===== src/rtl/vga_timing_gen.sv =====
// VGA raster generator: pixel-clock divider, H/V counters, registered sync/blank/coordinates and colour source.
// Define VGA_TEST_PATTERN_EN to build in the bars/checker/border patterns; otherwise every mode acts as mode 0.
module vga_timing_gen #(
  parameter int CLK_DIV  = 4,
  parameter int H_ACTIVE = 640,
  parameter int H_FP     = 16,
  parameter int H_SYNC   = 96,
  parameter int H_BP     = 48,
  parameter int V_ACTIVE = 480,
  parameter int V_FP     = 10,
  parameter int V_SYNC   = 2,
  parameter int V_BP     = 33,
  parameter bit SYNC_POL = 1'b0,
  parameter int COLOR_W  = 4,
  localparam int H_TOTAL = H_ACTIVE + H_FP + H_SYNC + H_BP,
  localparam int V_TOTAL = V_ACTIVE + V_FP + V_SYNC + V_BP,
  localparam int XW      = $clog2(H_TOTAL),
  localparam int YW      = $clog2(V_TOTAL)
) (
  input  logic               clk,
  input  logic               rst_n,
  input  logic [1:0]         mode,
  input  logic               sw_r,
  input  logic               sw_g,
  input  logic               sw_b,
  output logic               hsync,
  output logic               vsync,
  output logic [COLOR_W-1:0] r,
  output logic [COLOR_W-1:0] g,
  output logic [COLOR_W-1:0] b,
  output logic [XW-1:0]      pix_x,
  output logic [YW-1:0]      pix_y,
  output logic               active,
  output logic               frame_start,
  output logic               pix_tick
);

  localparam int DW = (CLK_DIV > 1) ? $clog2(CLK_DIV) : 1;

  logic [DW-1:0] div;
  logic [XW-1:0] h_cnt;
  logic [YW-1:0] v_cnt;
  logic [1:0]    mode_q;
  logic [1:0]    mode_eff;
  logic [2:0]    rgb_on;
  logic          tick, h_last, v_last, at_origin, vis, hs_on, vs_on;

  assign tick      = (div == DW'(CLK_DIV - 1));
  assign h_last    = (h_cnt == XW'(H_TOTAL - 1));
  assign v_last    = (v_cnt == YW'(V_TOTAL - 1));
  assign at_origin = (h_cnt == '0) && (v_cnt == '0);
  assign vis       = (h_cnt <= XW'(H_ACTIVE - 1)) && (v_cnt <= YW'(V_ACTIVE - 1));
  assign hs_on     = (h_cnt >= XW'(H_ACTIVE + H_FP)) && (h_cnt <= XW'(H_ACTIVE + H_FP + H_SYNC - 1));
  assign vs_on     = (v_cnt >= YW'(V_ACTIVE + V_FP)) && (v_cnt <= YW'(V_ACTIVE + V_FP + V_SYNC - 1));

  always_ff @(posedge clk or negedge rst_n) begin
    if (!rst_n) begin
      div <= '0;
    end else if (tick) begin
      div <= '0;
    end else begin
      div <= div + 1'b1;
    end
  end

  always_ff @(posedge clk or negedge rst_n) begin
    if (!rst_n) begin
      h_cnt <= '0;
      v_cnt <= '0;
    end else if (tick) begin
      if (h_last) begin
        h_cnt <= '0;
        v_cnt <= v_last ? '0 : v_cnt + 1'b1;
      end else begin
        h_cnt <= h_cnt + 1'b1;
      end
    end
  end

  // The pixel that loads (0,0) already uses the incoming mode, so the new mode covers the whole frame.
  always_comb begin
    mode_eff = at_origin ? mode : mode_q;
    rgb_on   = {sw_r, sw_g, sw_b};
`ifdef VGA_TEST_PATTERN_EN
    case (mode_eff)
      2'd1: rgb_on = 3'(h_cnt / XW'(H_ACTIVE / 8));
      2'd2: rgb_on = {3{|((32'(h_cnt) ^ 32'(v_cnt)) & 32'h20)}};
      2'd3: rgb_on = {3{(h_cnt == '0) || (h_cnt == XW'(H_ACTIVE - 1)) ||
                        (v_cnt == '0) || (v_cnt == YW'(V_ACTIVE - 1))}};
      default: ;
    endcase
`endif
    if (!vis) rgb_on = 3'b000;
  end

`ifndef VGA_TEST_PATTERN_EN
  logic mode_unused;
  assign mode_unused = ^mode_eff;
`endif

  always_ff @(posedge clk or negedge rst_n) begin
    if (!rst_n) begin
      hsync       <= ~SYNC_POL;
      vsync       <= ~SYNC_POL;
      r           <= '0;
      g           <= '0;
      b           <= '0;
      pix_x       <= '0;
      pix_y       <= '0;
      active      <= 1'b0;
      frame_start <= 1'b0;
      pix_tick    <= 1'b0;
      mode_q      <= 2'd0;
    end else begin
      pix_tick    <= tick;
      frame_start <= tick && at_origin;
      if (tick) begin
        hsync  <= hs_on ? SYNC_POL : ~SYNC_POL;
        vsync  <= vs_on ? SYNC_POL : ~SYNC_POL;
        active <= vis;
        pix_x  <= h_cnt;
        pix_y  <= v_cnt;
        r      <= rgb_on[2] ? {COLOR_W{1'b1}} : '0;
        g      <= rgb_on[1] ? {COLOR_W{1'b1}} : '0;
        b      <= rgb_on[0] ? {COLOR_W{1'b1}} : '0;
        if (at_origin) mode_q <= mode;
      end
    end
  end

endmodule


===== config.mk =====
export PLATFORM = sky130hd
export DESIGN_NAME = vga_timing_gen
export DESIGN_NICKNAME = d
export VERILOG_FILES = /design/src/rtl/vga_timing_gen.sv
export SDC_FILE = /design/constraint.sdc
export NUM_CORES = 1
export LEC_CHECK = 0
export BUFFER_PORTS_ARGS = -buffer_cell sky130_fd_sc_hd__buf_2
export CAP_MARGIN = 20
export CORE_AREA = 2 2 79 81
export CTS_BUF_LIST = sky130_fd_sc_hd__clkbuf_2 sky130_fd_sc_hd__clkbuf_4 sky130_fd_sc_hd__clkbuf_8
export CTS_CLUSTER_SIZE = 12
export DETAILED_ROUTE_END_ITERATION = 10
export DIE_AREA = 0 0 81 83
export HOLD_SLACK_MARGIN = 0.15
export PLACE_DENSITY = 0.63
export SYNTH_ARGS = -nofsm -noshare
export SYNTH_HDL_FRONTEND = slang
export SYNTH_SLANG_ARGS = --single-unit

===== constraint.sdc =====
create_clock -name clk -period 2.2 [get_ports clk]
set_input_delay 0.44 -clock clk [delete_from_list [all_inputs] [get_ports clk]]
set_output_delay 0.44 -clock clk [all_outputs]
set_load 0.1 [all_outputs]

**Word-level counts from Yosys, hierarchy flattened**

Cells that the tools add are included.

- Bits in registers: 59
- Input bits: 7
- Output and inout bits: 37
- Word-level logic and storage cells: 42

- $add $sub $neg: 3
- $lt $le $gt $ge: 6
- Eq/ne operators: 3
- Muxes and demuxes: 9
- Reduce and logical (&&, ||, !) cells: 8

Operators by type and width:

| cell | count |
|---|---|
| adder 10 x 1 -> 10 bit, second input constant | 2 |
| equality test 10 bit, second input constant | 2 |
| <= comparator 10 bit, second input constant | 2 |
| <= comparator 10 x 9 -> 1 bit, second input constant | 2 |
| zero test 10 bit | 2 |
| two-way mux 10 bit | 2 |
| two-way mux 4 bit | 3 |
| greater-or-equal comparator 10 bit, second input constant | 1 |
| greater-or-equal comparator 10 x 9 -> 1 bit, second input constant | 1 |
| logical AND 1 bit | 5 |
| two-way mux 3 bit | 1 |
| adder 2 x 1 -> 2 bit, second input constant | 1 |
| equality test 2 bit, second input constant | 1 |
| two-way mux 1 bit | 2 |
| two-way mux 2 bit | 1 |
| AND reduction 2 bit | 1 |

**Logic depth before layout (Yosys ltp)**

Gate-level depths: netlist of the first run.

- Depth in word-level cells: 4
- Gate-level depth with buffers: 6
- Mapped depth without buffers: 6

**Worst setup path before layout of the first run**

No wires, ideal clock.

- Path type: reg2reg
- From: register h_cnt[0]
- To: register v_cnt[5]
- Setup time: 0.076 ns
- Arrival time: 1.772 ns
- Path slack: 0.352 ns
- Stages on the path, launching flop included: 7
- Buffers on the path: 1
- Period minus slack after synthesis: 1.848 ns
- Cells stage by stage: dfrtp_1 -> ha_1 -> nand4_2 -> or4_4 -> buf_6 -> or3_1 -> o21ai_1

- Cells in the longest elaborated chain, start to end: 2

Ends and longest elaborated chain:

| element | RTL line | text |
|---|---|---|
| start, declared | 41 | `logic [XW-1:0] h_cnt;` |
| start signal, assigned | 75 | `h_cnt <= h_cnt + 1'b1;` |
| equality test 10 bit | 49 | `assign h_last = (h_cnt == XW'(H_TOTAL - 1));` |
| AND reduction 2 bit (no line) | n/a |  |
| end signal, assigned | 73 | `v_cnt <= v_last ? '0 : v_cnt + 1'b1;` |
| end, declared | 42 | `logic [YW-1:0] v_cnt;` |

No other way between the ends.
A chain may end at the register's enable or synchronous reset.

**Worst setup path after layout of the first run**

- From: register h_cnt[1]
- To: register v_cnt[5]

Same word-level chain as after synthesis.

==> key figures, run 1 <==
GRT
  • M3 GR Usage: 0.03370
  • First-pass GRT wire length: 7.396 mm
  • GR met2 Demand/Resource: 0.2216
  • Pin count of the biggest net entering global routing: 25
  • Total GRT Usage: 0.1423
  • Met1 GRT Util: 0.1901
  • Vias in the first global route: 1478
  • Initial antenna violation count: 0
  • Global route overflow: 0
  • GRT busiest layer: met2

Drt
  • Post-Route WL: 4.468 mm
  • Drt drc: 0
  • Via count: 1652
  • Post-route ant nets: 0
  • First-iteration detailed-routing DRC count: 78
  • DR vias/cell: 5.278
  • Wire per inst: 14.27 um
  • Initial DRT Pass Iterations: 4

Pwr
  • Pleak: 1.281 nW
  • Total Power: 0.001703 W
  • Cell Pwr Density: 635.6 mW/mm^2
  • Worst IR Drop VDD: 0.0002527 V

Synthesis
  • Synth top area share: 0.5263
  • EDFF count, synth: 0
  • Synth top area cells: dfrtp_1, mux2_2, buf_4
  • Register area share after synthesis: 0.5493
  • Yosys cell types: 42
  • Seq cells post-synth: 50
  • Asr flop ratio synth: 1.000
  • Area leader, netlist: dfrtp_1
  • Synthesized area per cell: 11.76 um^2
  • Ys flop type: dfrtp_1
  • Syn_nets: 207
  • Synth Cell Area: 0.002282 mm^2
  • Gate Count Post-Synth: 194
  • Synth Warn #: 0

Worst setup path
  • Critical path endpoint category: flop
  • CP max-delay cell: or4_4
  • CP Data Required Time: 2.42 ns
  • Crit path kind: flop to flop
  • Worst-path cell chain: ha_1, nand4_2, or4_4, or3_1, o21ai_1
  • CP max FO: 10
  • CP Launch Type: flop
  • CP bufs+invs: 0
  • CP Launch Point: h_cnt[1]
  • Data arrival, critical path: 2.06 ns
  • Launching point of the worst reg2reg path: h_cnt[1]
  • CP max stage delay: 0.54 ns
  • Worst path top cell family by delay: simple AND/OR/NAND/NOR gates

STA
  • Actual slew at the worst max-slew pin: 0.5504 ns
  • RSZ-0062 raised after global routing: false
  • Final hold viol count: 0
  • Slew HR: 0.6297
  • Worst Skew: 0.007866 ns
  • Post-route clock period utilization: 0.8348
  • Setup TNS Final: 0 ns
  • Endpoints failing setup: 0
  • Peak Freq: 0.5445 GHz
  • Max-slew violations: 0
  • Min Tclk post-route: 1.836 ns

Clocking
  • Reg clk slew, reported paths: 0.09 ns
  • CTS Sinks: 50
  • CTS Buffer Depth: 2
  • Worst skew pair latency: 0.30 ns
  • Postcts setup bufs: 0
  • CTS buffer count: 5
  • CTS tree: built
  • Root buffer cell: clkbuf_8
  • Htree depth: 2

Place
  • I/O Buffers: 41
  • Dpl hpwl: 3.254 mm
  • DP Area: 0.002556 mm^2
  • Gpl congestion: 0.8379

Floorplan
  • Die height: 83 um
  • Row cnt: 28
  • IO Count: 44
  • Initial core utilization: 0.3924
  • Die ar.: 0.006723 mm^2
  • Core Box Area: 0.005816 mm^2
  • Die width: 81 um

Min path
  • Min-delay worst type: input port to flop
  • Hold wc startpoint: sw_r

Cells and area
  • Commonest non-fill, non-tap cell in the layout: dfrtp_1
  • Layout cells sized above 1: 0.3697
  • Ant diodes: 0
  • Commonest cells after routing, fill and taps aside: dfrtp_1, buf_2, mux2_2, buf_4
  • Final layout net count: 250
  • Area Overhead vs Synth: 17.43%
  • Post-route cell area: 0.002680 mm^2
  • Fill count: 569

Flow run
  • Max-Cap Viols: 0

Run status
  • Run status: completed
## cells in the mapped netlist, types with 2 or more instances
cell type,instances
a21oi_1,3
a22o_1,3
and3_1,4
buf_1,3
buf_2,2
buf_4,10
clkbuf_1,2
dfrtp_1,48
dfstp_2,2
ha_1,6
inv_1,8
mux2_2,20
nand2_1,9
nand3_1,7
nand4_1,8
nor2_1,6
nor3_1,5
nor4_1,5
o21ai_0,9
o21ai_1,2
o31ai_1,3
or3_1,3
xnor2_1,6
xor2_1,2
## timing repair
action,CTS,global route
hold buffers,1,0
endpoints found under the hold margin,7,0
gates resized for setup,0,0
## logic make-up after synthesis
logic type / after synthesis / synth area share
AO/OA/AOI/OAI: 29 / 0.08444
buffers and inverters: 26 / 0.06360
multiplexers: 20 / 0.09869
XOR/XNOR: 8 / 0.03070
AND/OR/NAND/NOR: 55 / 0.1403
flip-flops: 50 / 0.5493
adder cells (fa/ha/maj): 6 / 0.03289
## worst reg2reg max path, delay by kind of cell, from the launching register on
kind | cells | cell delay, ns
flip-flops | 1 | 0.35
adder cells (fa/ha/maj) | 1 | 0.24
AND/OR/NAND/NOR | 3 | 1.10
AO/OA/AOI/OAI | 1 | 0.08
## final cells by class
cell class	instances	area (um^2)	share of cell area
clock buffers	7	83.83	0.03128
flip-flops and latches	50	1254	0.4678
well taps	75	93.84	0.03501
inverters	8	30.03	0.01120
multi-input cells	118	883.3	0.3296
repair buffers	54	305.3	0.1139
clock inverters	1	30.03	0.01120
## power by group
| group | switching [W] | internal, W |
|---|---|---|
| clock | 0.000290 | 0.000365 |
| combinational | 0.000108 | 0.0000157 |
| sequential | 0.00000281 | 0.000921 |
## sequential cells by signal, indices dropped and copies added, names as in the netlist
register	flops
r	1
b	1
h_cnt	10
hsync	1
div	2
active	1
pix_tick	1
v_cnt	10
frame_start	1
vsync	1
pix_y	10
pix_x	10
g	1
## path summary, 6_finish.rpt
check / end / slack (ns) / cells past startpoint
max: v_cnt[5] / 0.36 / 5
max reg2reg: v_cnt[5] / 0.36 / 5
min in group asynchronous: pix_y[4] / 0.50 / 2
min reg2reg: div[0] / 0.45 / 1
min: r[2] / 0.35 / 2
max in group asynchronous: hsync / 1.08 / 3
## through the flow
stage / util / setup slack, ns / std cells / hold slack [ns]
6_report: 0.4608 / 0.3635 / 313 / 0.3522
4_1_cts: 0.4608 / 0.3495 / 313 / 0.3472
2_1_floorplan: - / 0.3522 / 194 / 0.1444
3_5_place_dp: 0.4395 / 0.3704 / 304 / 0.3014
5_1_grt: 0.4608 / 0.1866 / 313 / 0.3551
3_3_place_gp: 0.4395 / 0.4116 / 304 / 0.2980
## metal layers
metal | up-vias | part of all wire
li1 | 785 | -
met1 | 808 | 0.45
met2 | 52 | 0.48
met3 | 7 | 0.048
met4 | 0 | 0.015
met5 | - | 0
Power figures use the tool's default switching activity.
==> run 2: changes to the inputs <==
==> constraint.sdc (replaced) <==
create_clock -name clk -period 1.8 [get_ports clk]
set_input_delay 0.36 -clock clk [delete_from_list [all_inputs] [get_ports clk]]
set_output_delay 0.36 -clock clk [all_outputs]
set_load 0.1 [all_outputs]
==> key figures, run 2 (synthesis results as in run 1) <==
Floorplan
  • Die width: 81 um
  • Initial core utilization: 0.3924
  • Die ar.: 0.006723 mm^2
  • Die height: 83 um
  • Row cnt: 28
  • IO Count: 44
  • Core Box Area: 0.005816 mm^2

Worst setup path
  • Crit path kind: flop to flop
  • Data arrival, critical path: 1.94 ns
  • Critical path endpoint category: flop
  • CP Data Required Time: 2.03 ns
  • CP Launch Type: flop
  • CP max FO: 10

STA
  • Peak Freq: 0.5849 GHz
  • Endpoints failing setup: 0
  • RSZ-0062 raised after global routing: false
  • Fin Hold WS: 0.2676 ns
  • Slew HR: 0.6762
  • Final hold viol count: 0
  • Min Tclk post-route: 1.710 ns
  • Setup WS post-layout: 0.09043 ns
  • Post-route clock period utilization: 0.9498
  • Setup TNS Final: 0 ns
  • Worst Skew: 0.004685 ns
  • Actual slew at the worst max-slew pin: 0.4891 ns
  • Max-slew violations: 0

Clocking
  • CTS buffer count: 5
  • CTS Buffer Depth: 2
  • Worst skew pair latency: 0.30 ns
  • CTS tree: built
  • CTS Sinks: 50
  • Htree depth: 2
  • Root buffer cell: clkbuf_8
  • Reg clk slew, reported paths: 0.09 ns

GRT
  • Pin count of the biggest net entering global routing: 51
  • M3 GR Usage: 0.03696
  • Total GRT Usage: 0.1477
  • GRT busiest layer: met2
  • Initial antenna violation count: 0
  • Vias in the first global route: 1616
  • GR met2 Demand/Resource: 0.2292
  • First-pass GRT wire length: 7.714 mm
  • Global route overflow: 0
  • Met1 GRT Util: 0.1994

Flow run
  • Max-Cap Viols: 0

Cells and area
  • Area Overhead vs Synth: 21.16%
  • Area of the multi-input gates: 922.1 um^2
  • Commonest non-fill, non-tap cell in the layout: dfrtp_1
  • Register Area: 0.001254 mm^2
  • Fill count: 577
  • Ant diodes: 0
  • Final layout net count: 257
  • Commonest cells after routing, fill and taps aside: dfrtp_1, buf_2, mux2_2, buf_4
  • Post-route cell area: 0.002765 mm^2
  • Layout cells sized above 1: 0.4041

Place
  • DP Area: 0.002643 mm^2
  • Dpl hpwl: 3.172 mm
  • Pre-CTS setup slack: 0.1015 ns
  • Gpl congestion: 0.8887
  • I/O Buffers: 41

Pwr
  • Worst IR Drop VDD: 0.0002955 V
  • Pleak: 1.309 nW
  • Cell Pwr Density: 709.6 mW/mm^2

Drt
  • Post-route ant nets: 0
  • First-iteration detailed-routing DRC count: 127
  • DR vias/cell: 5.175
  • Initial DRT Pass Iterations: 4
  • Via count: 1656
  • Drt drc: 0
  • Post-Route WL: 4.527 mm
  • Wire per inst: 14.15 um

Run status
  • Run status: completed

Min path
  • Min-delay worst type: input port to flop
==> run 2: worst paths after layout <==
| kind | start | endpoint | slack (ns) | cells past startpoint |
|---|---|---|---|---|
| min reg2reg | div[0] | div[0] | 0.43 | 1 |
| max in group asynchronous | rst_n | vsync | 0.93 | 3 |
| max reg2reg | h_cnt[1] | v_cnt[3] | 0.09 | 5 |
| min in group asynchronous | rst_n | h_cnt[7] | 0.55 | 3 |
| max | h_cnt[1] | v_cnt[3] | 0.09 | 5 |
| min | sw_g | g[2] | 0.27 | 2 |
==> run 2: routing by layer <==
metal  vias to the layer above  share of wire
li1                        798              -
met1                       820           0.46
met2                        30           0.48
met3                         8          0.040
met4                         0          0.014
met5                         -              0
==> run 2: cell type report <==
| class | instances | share of cell area |
|---|---|---|
| Clock buffer | 7 | 0.03258 |
| Clock inverter | 1 | 0.001810 |
| Inverter | 8 | 0.01086 |
| Multi-Input combinational cell | 118 | 0.3335 |
| Sequential cell | 50 | 0.4534 |
| Tap cell | 75 | 0.03394 |
| Timing Repair Buffer | 61 | 0.1339 |
==> run 2: metrics by stage <==
step	total power, W	std cells	util
global placement	0.001305	311	0.4544
CTS	0.002002	320	0.4725
detailed placement	0.001306	311	0.4544
finish	0.001962	320	0.4755
floorplan	0.001275	194	-
global route	0.002051	320	0.4755
==> run 2: report_power, final <==
part	leakage [nW]	internal, W	total (W)	switching, W
clock	0.0517	0.000326	0.000680	0.000354
sequential	0.650	0.00113	0.00113	0.00000340
combinational	0.607	0.0000209	0.000153	0.000132
==> run 2: critical path, stage by stage, from the launching register on <==
cell     delay (ns)
dfrtp_1        0.40
ha_4           0.18
nand4_4        0.11
or4_4          0.51
or3_1          0.36
o21ai_1        0.08
==> run 2: repair_timing <==
| item | 4_1_cts | 5_1_grt |
|---|---|---|
| gates resized for setup | 0 | 3 |
| endpoints found under the setup margin | 0 | 2 |
| setup buffers | 0 | 0 |
| endpoints found under the hold margin | 48 | 0 |
| hold buffers | 1 | 0 |
